### src/rtl/mix_unmix_if.sv
// mix_unmix_if: handshake and data bundle for the XOR unmix unit.
// master drives run/length/delay0/in0..in3 (in4 with MIX_UNMIX_CHECK_EN);
// slave returns out0/out_valid/out1/running/done (err_cnt with the macro).
interface mix_unmix_if #(
  parameter int DATA_W  = 32,
  parameter int LEN_W   = 16,
  parameter int DELAY_W = 10
);
  logic               run;
  logic [LEN_W-1:0]   length;
  logic [DELAY_W-1:0] delay0;
  logic [DATA_W-1:0]  in0;
  logic [DATA_W-1:0]  in1;
  logic [DATA_W-1:0]  in2;
  logic [DATA_W-1:0]  in3;
  logic [DATA_W-1:0]  out0;
  logic               out_valid;
  logic [DATA_W-1:0]  out1;
  logic               running;
  logic               done;
`ifdef MIX_UNMIX_CHECK_EN
  logic [DATA_W-1:0]  in4;
  logic [LEN_W-1:0]   err_cnt;

  modport master (
    output run, length, delay0,
    output in0, in1, in2, in3, in4,
    input  out0, out_valid, out1,
    input  running, done, err_cnt
  );
  modport slave (
    input  run, length, delay0,
    input  in0, in1, in2, in3, in4,
    output out0, out_valid, out1,
    output running, done, err_cnt
  );
`else
  modport master (
    output run, length, delay0,
    output in0, in1, in2, in3,
    input  out0, out_valid, out1,
    input  running, done
  );
  modport slave (
    input  run, length, delay0,
    input  in0, in1, in2, in3,
    output out0, out_valid, out1,
    output running, done
  );
`endif
endinterface

### src/rtl/mix_unmix.sv
// mix_unmix: recovers one lane of a four-lane XOR mix in timed bursts.
// Ports: clk, rst (async, active high), bus (mix_unmix_if.slave).
// out0 = in0^in1^in2^in3 registered per sample, out1 = running checksum.
// MIX_UNMIX_CHECK_EN adds in4 compare lane and saturating err_cnt.
module mix_unmix #(
  parameter int DATA_W  = 32,
  parameter int LEN_W   = 16,
  parameter int DELAY_W = 10
) (
  input logic        clk,
  input logic        rst,
  mix_unmix_if.slave bus
);

  typedef enum logic [1:0] {
    IDLE,
    DELAY,
    ACTIVE
  } state_t;

  state_t             state_q, state_d;
  logic [DELAY_W-1:0] dcnt_q, dcnt_d;
  logic [LEN_W-1:0]   wcnt_q, wcnt_d;
  logic               accept, sample, last;
  logic               done_d;

  logic [DATA_W-1:0]  out0_q;
  logic               valid_q;
  logic [DATA_W-1:0]  out1_q;
  logic               running_q;
  logic               done_q;

  logic [DATA_W-1:0]  mixed;

  assign mixed = bus.in0 ^ bus.in1 ^ bus.in2 ^ bus.in3;

  always_comb begin
    state_d = state_q;
    dcnt_d  = dcnt_q;
    wcnt_d  = wcnt_q;
    accept  = 1'b0;
    sample  = 1'b0;
    last    = 1'b0;
    unique case (state_q)
      IDLE: begin
        if (bus.run) begin
          accept = 1'b1;
          dcnt_d = bus.delay0;
          wcnt_d = bus.length;
          if (bus.length != '0) begin
            if (bus.delay0 != '0) state_d = DELAY;
            else                  state_d = ACTIVE;
          end
        end
      end
      DELAY: begin
        // dcnt holds the idle cycles still to run, including this one
        dcnt_d = dcnt_q - 1'b1;
        if (dcnt_q == DELAY_W'(1)) state_d = ACTIVE;
      end
      ACTIVE: begin
        sample = 1'b1;
        wcnt_d = wcnt_q - 1'b1;
        if (wcnt_q == LEN_W'(1)) begin
          last    = 1'b1;
          state_d = IDLE;
        end
      end
      default: state_d = IDLE;
    endcase
  end

  // a zero-length run completes at the accepting edge
  assign done_d = last || (accept && bus.length == '0);

  always_ff @(posedge clk or posedge rst) begin
    if (rst) begin
      state_q   <= IDLE;
      dcnt_q    <= '0;
      wcnt_q    <= '0;
      out0_q    <= '0;
      valid_q   <= 1'b0;
      out1_q    <= '0;
      running_q <= 1'b0;
      done_q    <= 1'b0;
    end else begin
      state_q   <= state_d;
      dcnt_q    <= dcnt_d;
      wcnt_q    <= wcnt_d;
      valid_q   <= sample;
      running_q <= state_d != IDLE;
      done_q    <= done_d;
      if (sample) out0_q <= mixed;
      if (accept)      out1_q <= '0;
      else if (sample) out1_q <= out1_q ^ mixed;
    end
  end

  assign bus.out0      = out0_q;
  assign bus.out_valid = valid_q;
  assign bus.out1      = out1_q;
  assign bus.running   = running_q;
  assign bus.done      = done_q;

`ifdef MIX_UNMIX_CHECK_EN
  logic [LEN_W-1:0] err_q;

  always_ff @(posedge clk or posedge rst) begin
    if (rst) begin
      err_q <= '0;
    end else if (accept) begin
      err_q <= '0;
    end else if (sample && mixed != bus.in4 && err_q != '1) begin
      err_q <= err_q + 1'b1;
    end
  end

  assign bus.err_cnt = err_q;
`endif

endmodule

### src/flat_wrapper.sv
// flat-port wrapper written by rule: the top's interface ports become plain ports
module mix_unmix_flat 
#(
  parameter int DATA_W  = 32,
  parameter int LEN_W   = 16,
  parameter int DELAY_W = 10
)
  (clk, rst, bus_run, bus_length, bus_delay0, bus_in0, bus_in1, bus_in2, bus_in3, bus_out0, bus_out_valid, bus_out1, bus_running, bus_done);
  mix_unmix_if #(.DATA_W(DATA_W), .LEN_W(LEN_W), .DELAY_W(DELAY_W)) bus_i ();
  input logic clk;
  input logic rst;
  input wire logic [$bits(bus_i.run)-1:0] bus_run;
  input wire logic [$bits(bus_i.length)-1:0] bus_length;
  input wire logic [$bits(bus_i.delay0)-1:0] bus_delay0;
  input wire logic [$bits(bus_i.in0)-1:0] bus_in0;
  input wire logic [$bits(bus_i.in1)-1:0] bus_in1;
  input wire logic [$bits(bus_i.in2)-1:0] bus_in2;
  input wire logic [$bits(bus_i.in3)-1:0] bus_in3;
  output wire logic [$bits(bus_i.out0)-1:0] bus_out0;
  output wire logic [$bits(bus_i.out_valid)-1:0] bus_out_valid;
  output wire logic [$bits(bus_i.out1)-1:0] bus_out1;
  output wire logic [$bits(bus_i.running)-1:0] bus_running;
  output wire logic [$bits(bus_i.done)-1:0] bus_done;
  assign bus_i.run = bus_run;
  assign bus_i.length = bus_length;
  assign bus_i.delay0 = bus_delay0;
  assign bus_i.in0 = bus_in0;
  assign bus_i.in1 = bus_in1;
  assign bus_i.in2 = bus_in2;
  assign bus_i.in3 = bus_in3;
  assign bus_out0 = bus_i.out0;
  assign bus_out_valid = bus_i.out_valid;
  assign bus_out1 = bus_i.out1;
  assign bus_running = bus_i.running;
  assign bus_done = bus_i.done;
  mix_unmix #(.DATA_W(DATA_W), .LEN_W(LEN_W), .DELAY_W(DELAY_W)) u_core (.clk(clk), .rst(rst), .bus(bus_i));
endmodule
### config.mk
export PLATFORM = sky130hd
export DESIGN_NAME = mix_unmix_flat
export DESIGN_NICKNAME = d
export VERILOG_FILES = /design/src/rtl/mix_unmix_if.sv /design/src/rtl/mix_unmix.sv /design/src/flat_wrapper.sv
export SDC_FILE = /design/constraint.sdc
export NUM_CORES = 1
export LEC_CHECK = 0
export ABC_AREA = 0
export BUFFER_PORTS_ARGS = -buffer_cell sky130_fd_sc_hd__buf_2
export CORE_MARGIN = 3
export CORE_UTILIZATION = 42
export DETAILED_ROUTE_END_ITERATION = 12
export PLACE_DENSITY_LB_ADDON = 0.12
export SYNTH_ARGS = -nofsm -noshare
export SYNTH_HDL_FRONTEND = slang
export SYNTH_SLANG_ARGS = --single-unit
### constraint.sdc
create_clock -name clk -period 4.3 [get_ports clk]
set_input_delay 0 -clock clk [delete_from_list [all_inputs] [get_ports clk]]
set_output_delay 0 -clock clk [all_outputs]
set_load 0.01 [all_outputs]
# --- Yosys cells after proc, flatten, opt, wreduce, memory -nomap -nowiden ---
# Index checks and enable logic that the tools add are counted.
op_classes:
  reduce_logical: 12
  n_eq_ne: 5
  mux: 17
  add_sub_neg: 2
  n_bitwise: 4
ops:
  columns: ["cell", "n"]
  rows:
  - ["32-bit bitwise XOR", 4]
  - ["32-bit 2-to-1 mux", 2]
  - ["16-bit case mux with 2 select lines", 1]
  - ["10-bit case mux with 2 select lines", 1]
  - ["16-bit by 1-bit == test with 1-bit output, second input constant", 1]
  - ["16-bit zero test", 1]
  - ["16-bit 2-to-1 mux", 1]
  - ["16-bit nonzero test", 1]
  - ["16-bit by 1-bit subtractor with 16-bit output, second input constant", 1]
  - ["10-bit by 1-bit == test with 1-bit output, second input constant", 1]
  - ["10-bit 2-to-1 mux", 1]
  - ["2-bit 2-to-1 mux", 5]
  - ["10-bit nonzero test", 1]
  - ["10-bit by 1-bit subtractor with 10-bit output, second input constant", 1]
  - ["2-bit nonzero test", 4]
  - ["2-bit case mux with 3 select lines", 1]
  - ["1-bit 2-to-1 mux", 5]
  - ["2-bit AND reduction", 2]
  - ["2-bit by 1-bit == test with 1-bit output, second input constant", 1]
  - ["2-bit == test, second input constant", 1]
  - ["2-bit zero test", 1]
  - ["2-bit inequality test, second input constant", 1]
  - ["1-bit logical AND", 1]
  - ["1-bit logical OR", 1]
word_totals:
  output_inout_bits: 67
  register_bits: 95

# --- Logic depth before layout (Yosys ltp) ---
logic_depth:
  depth_word: 6
  ltp_mapped: 7
  depth_no_buf: 6

# --- Worst setup path after synthesis ---
# OpenSTA, ideal clock, no wires.
synth_timing:
  path_type: "register to register"
  startpoint: "reg u_core.dcnt_q[2]"
  endpoint: "reg u_core.state_q[0]"
  required_ns: 4.168
  path_stages_with_launch: 6
  setup_slack_ns: 2.219
  path_buffers: 1
  t_arrival_ns: 1.949
  synth_period_minus_slack_ns: 2.081
  setup_ns: 0.132
  path_cell_list: "dfrtp_1 > buf_6 > or4_4 > or4_4 > or3b_4 > o2bb2ai_1"
synth_via:
  elab_chain_cells: 3
synth_rtl:
  columns: ["item", "line", "rtl"]
  rows:
  - ["start: declaration", "mix_unmix.sv:22", "logic [DELAY_W-1:0] dcnt_q, dcnt_d;"]
  - ["start signal: assignment", "mix_unmix.sv:88", "dcnt_q <= dcnt_d;"]
  - ["10-bit by 1-bit == test with 1-bit output", "mix_unmix.sv:59", "if (dcnt_q == DELAY_W'(1)) state_d = ACTIVE;"]
  - ["2-bit 2-to-1 mux", "mix_unmix.sv:59", null]
  - ["2-bit case mux with 3 select lines", "mix_unmix.sv:44", "unique case (state_q)"]
  - ["via u_core.state_d[0]", "mix_unmix.sv:21", "state_t state_q, state_d;"]
  - ["end signal: assignment", "mix_unmix.sv:87", "state_q <= state_d;"]
  - ["end: declaration", "mix_unmix.sv:21", null]
# The timed path passes the listed nets, and every way through them passes these cells.
# A chain may end at the register's enable or synchronous reset.

# --- Worst setup path in the final report ---
layout_timing:
  startpoint: "reg u_core.state_q[0]"
  endpoint: "reg u_core.wcnt_q[8]"
layout_via:
  elab_chain_cells: 3
layout_rtl:
  columns: ["item", "line", "rtl"]
  rows:
  - ["2-bit == test / 2-bit zero test (equally long branches)", "mix_unmix.sv:44", null]
  - ["2-bit nonzero test (no line) / 2-bit inequality test (equally long branches)", null, null]
  - ["2-bit AND reduction (no line)", null, null]
  - ["end signal: assignment", "mix_unmix.sv:89", "wcnt_q <= wcnt_d;"]
  - ["end: declaration", "mix_unmix.sv:23", "logic [LEN_W-1:0] wcnt_q, wcnt_d;"]
# Several ways; a longest one is shown, not always the timed one.

==> flow_summary.ini <==
[run_status]
status = finished, final reports clean

[logic_synthesis]
ys_warn_count = 0
synth_cell_types = 48
syn_inst = 535
yosysSeqAreaShare_pct = 46.4
synth.avg_cell_area_um2 = 9.58
synth_seq_cells = 95
ys.flop_type = dfrtp_1
synth_fp_nets = 696
synth_edf_count = 0
synthArstFlopShare_pct = 100
synth_area_mm2 = 0.00513

[route]
vias_per_cell = 5.05
wl_mm = 13.9
drtAntennaViolNets = 0
wl_per_cell_um = 15.1
drc = 0
first_pass_iters = 4
drt_iter0_markers = 313
via_count = 4655

[die]
dieWidth_um = 116
start_util_pct = 44.0
dieArea_mm2 = 0.0136
io_pins = 224
row_count = 39
coreArea_mm2 = 0.0117
die_y_um = 116

[min_path]
hp-class = input port to register
worstHoldPathCells = 4

[sta]
period_minus_slack_ps = 2200
finalSetupTns_ps = 0
fmax_mhz = 454
clock_skew_ps = 6.59
tightestPinTransition_ps = 794
rsz0062_at_grt = false
finalSetupViolCount = 0
drv_slew = 0
hold_viol = 0
post-route-period-util_pct = 51.2
max_slew_margin_pct = 47.1

[layout]
fin_area_mm2 = 0.00697
final_nets = 935
final_cell_mix = buf_2 (223), nand2_1 (149), dfrtp_1 (95), xnor2_1 (64), mux2i_1 (33)
finish.utilization_pct = 59.8
area_growth_pct = 36.0
instances_no_fill = 922
mostFrequentLayoutCell = buf_2
drive_gt1_share_pct = 32.7
insertedDiodeCount = 0

[job]
cap_violations = 0

[placement]
hpwl_mm = 10.4
dp_cells = 882
gp_congestion = 0.853
place_area_mm2 = 0.00637
portBuffers = 223

[power_and_ir_drop]
leakage_nw = 3.72
p_per_area_mw_per_mm2 = 494
total_power_w = 0.00345
ir_drop_mv = 0.237

[setup_path]
start_kind = register
endpoint_kind = register
rr_worst_depth = 5
cp.arrival_ps = 2420
crit_fanout = 19
regToRegSetupSlack_ps = 2100
regToRegEndpoint = u_core.wcnt_q[8]
r2r-start = u_core.state_q[0]
critPathRequiredTime_ps = 4520
critPathLaunch = u_core.state_q[0]
worstSetupPathType = register to register
endpoint = u_core.wcnt_q[8]

[cts]
cts.clk_slew.worst_paths_ps = 60
clockBufferDepth = 2
clock-sinks = 95
post_cts_resized = 0
h-tree-depth = 3
clk-insertion-delay-late_ps = 340
clockRootBuffer = clkbuf_16
cts_buffers = 9
cts_tree = done

[global_routing]
grt_max_degree = 63
grt_pass1_vias = 4780
grt.overflow.total = 0
grt_first_pass_wirelength_mm = 22.4
antenna_found_initial = 0
grt.total_usage_pct = 20.8
[timing repair]
| action | in CTS | in global routing |
|---|---|---|
| setup buffers | 0 | 0 |
| hold buffers | 24 | 0 |
| endpoints found under the hold margin | 56 | 0 |
[cell usage after synthesis (all sizes together) (3+ instances only)]
| cell type | n | area [um^2] |
|---|---|---|
| xor2 | 32 | 280 |
| clkbuf | 17 | 63.8 |
| nor2 | 9 | 33.8 |
| or4 | 7 | 61.3 |
| nor4 | 12 | 75.1 |
| nand3 | 9 | 45.0 |
| inv | 11 | 41.3 |
| a221o | 7 | 70.1 |
| nand4 | 3 | 18.8 |
| mux2i | 33 | 330 |
| o211ai | 5 | 42.5 |
| a21oi | 12 | 60.1 |
| xnor2 | 64 | 561 |
| buf | 7 | 33.8 |
| nand2b | 4 | 25.0 |
| nor3 | 8 | 40.0 |
| ha | 4 | 50.1 |
| dfrtp | 95 | 2380 |
| nand2 | 149 | 559 |
| o311ai | 9 | 78.8 |
| o21ai | 10 | 50.1 |
| o22ai | 3 | 18.8 |
[area by class of cell]
class                      count  area [um^2]
clock buffer                  10          229
clock inverter                 6          133
fill                        1015         4690
inverter                      11         43.8
multi-input combinational    405         2620
sequential                    95         2380
tap                          143          179
timing repair buffer         252         1390
[worst max-delay path: stages, from the launching register on]
cell,delay [ps]
dfrtp_1,520
nand2b_2,250
inv_1,490
nand3_1,230
o311a_1,340
a221o_1,260
[sequential cells by signal, indices dropped and copies added (netlist names)]
register,cells
u_core.bus.out0,32
u_core.bus.out1,32
u_core.wcnt_q,16
u_core.dcnt_q,10
u_core.state_q,2
u_core.bus.done,1
u_core.bus.out_valid,1
u_core.bus.running,1
[stage by stage]
step           hold slack, ps  setup slack [ps]
2_1_floorplan             116              1820
5_1_grt                   110              1940
3_3_place_gp             33.1              2140
3_5_place_dp             40.5              2060
6_report                 89.0              2100
4_1_cts                  73.1              2040
[layer usage]
layer / global-route usage, % / up-vias / share of wire (%)
li1: - / 2292 / -
met1: 25.8 / 2174 / 40
met2: 35.8 / 170 / 52
met3: 3.58 / 19 / 5.9
met4: 8.43 / 0 / 2.0
met5: 0 / - / 0
[logic make-up (layout without fill, tap and decap cells)]
| family | Yosys count | after routing | synth area share, % |
|---|---|---|---|
| and+or+nand+nor | 212 | 212 | 18.5 |
| buffers and inverters | 35 | 279 | 2.71 |
| adders and majority gates | 4 | 4 | 0.976 |
| xor gates and xnor gates | 96 | 96 | 16.4 |
| DFF | 95 | 95 | 46.4 |
| AOI/OAI and AO/OA | 60 | 60 | 8.57 |
| muxes | 33 | 33 | 6.44 |
[report_power, final]
part / switching (W) / leakage, nW / internal, W / total, W
registers: 0.000243 / 1.21 / 0.00117 / 0.00141
logic: 0.000575 / 2.34 / 0.000495 / 0.00107
clock network: 0.000337 / 0.173 / 0.000626 / 0.000963
[worst min path at each step]
stage | start | to
floorplan | bus_delay0[7] | u_core.dcnt_q[7]
global placement | rst | u_core.bus.out0[20]
detailed placement | rst | u_core.bus.out0[25]
CTS | bus_delay0[1] | u_core.state_q[0]
global route | bus_delay0[1] | u_core.state_q[0]
finish | bus_delay0[2] | u_core.state_q[0]
No activity file was read; power rests on OpenSTA's default activity.
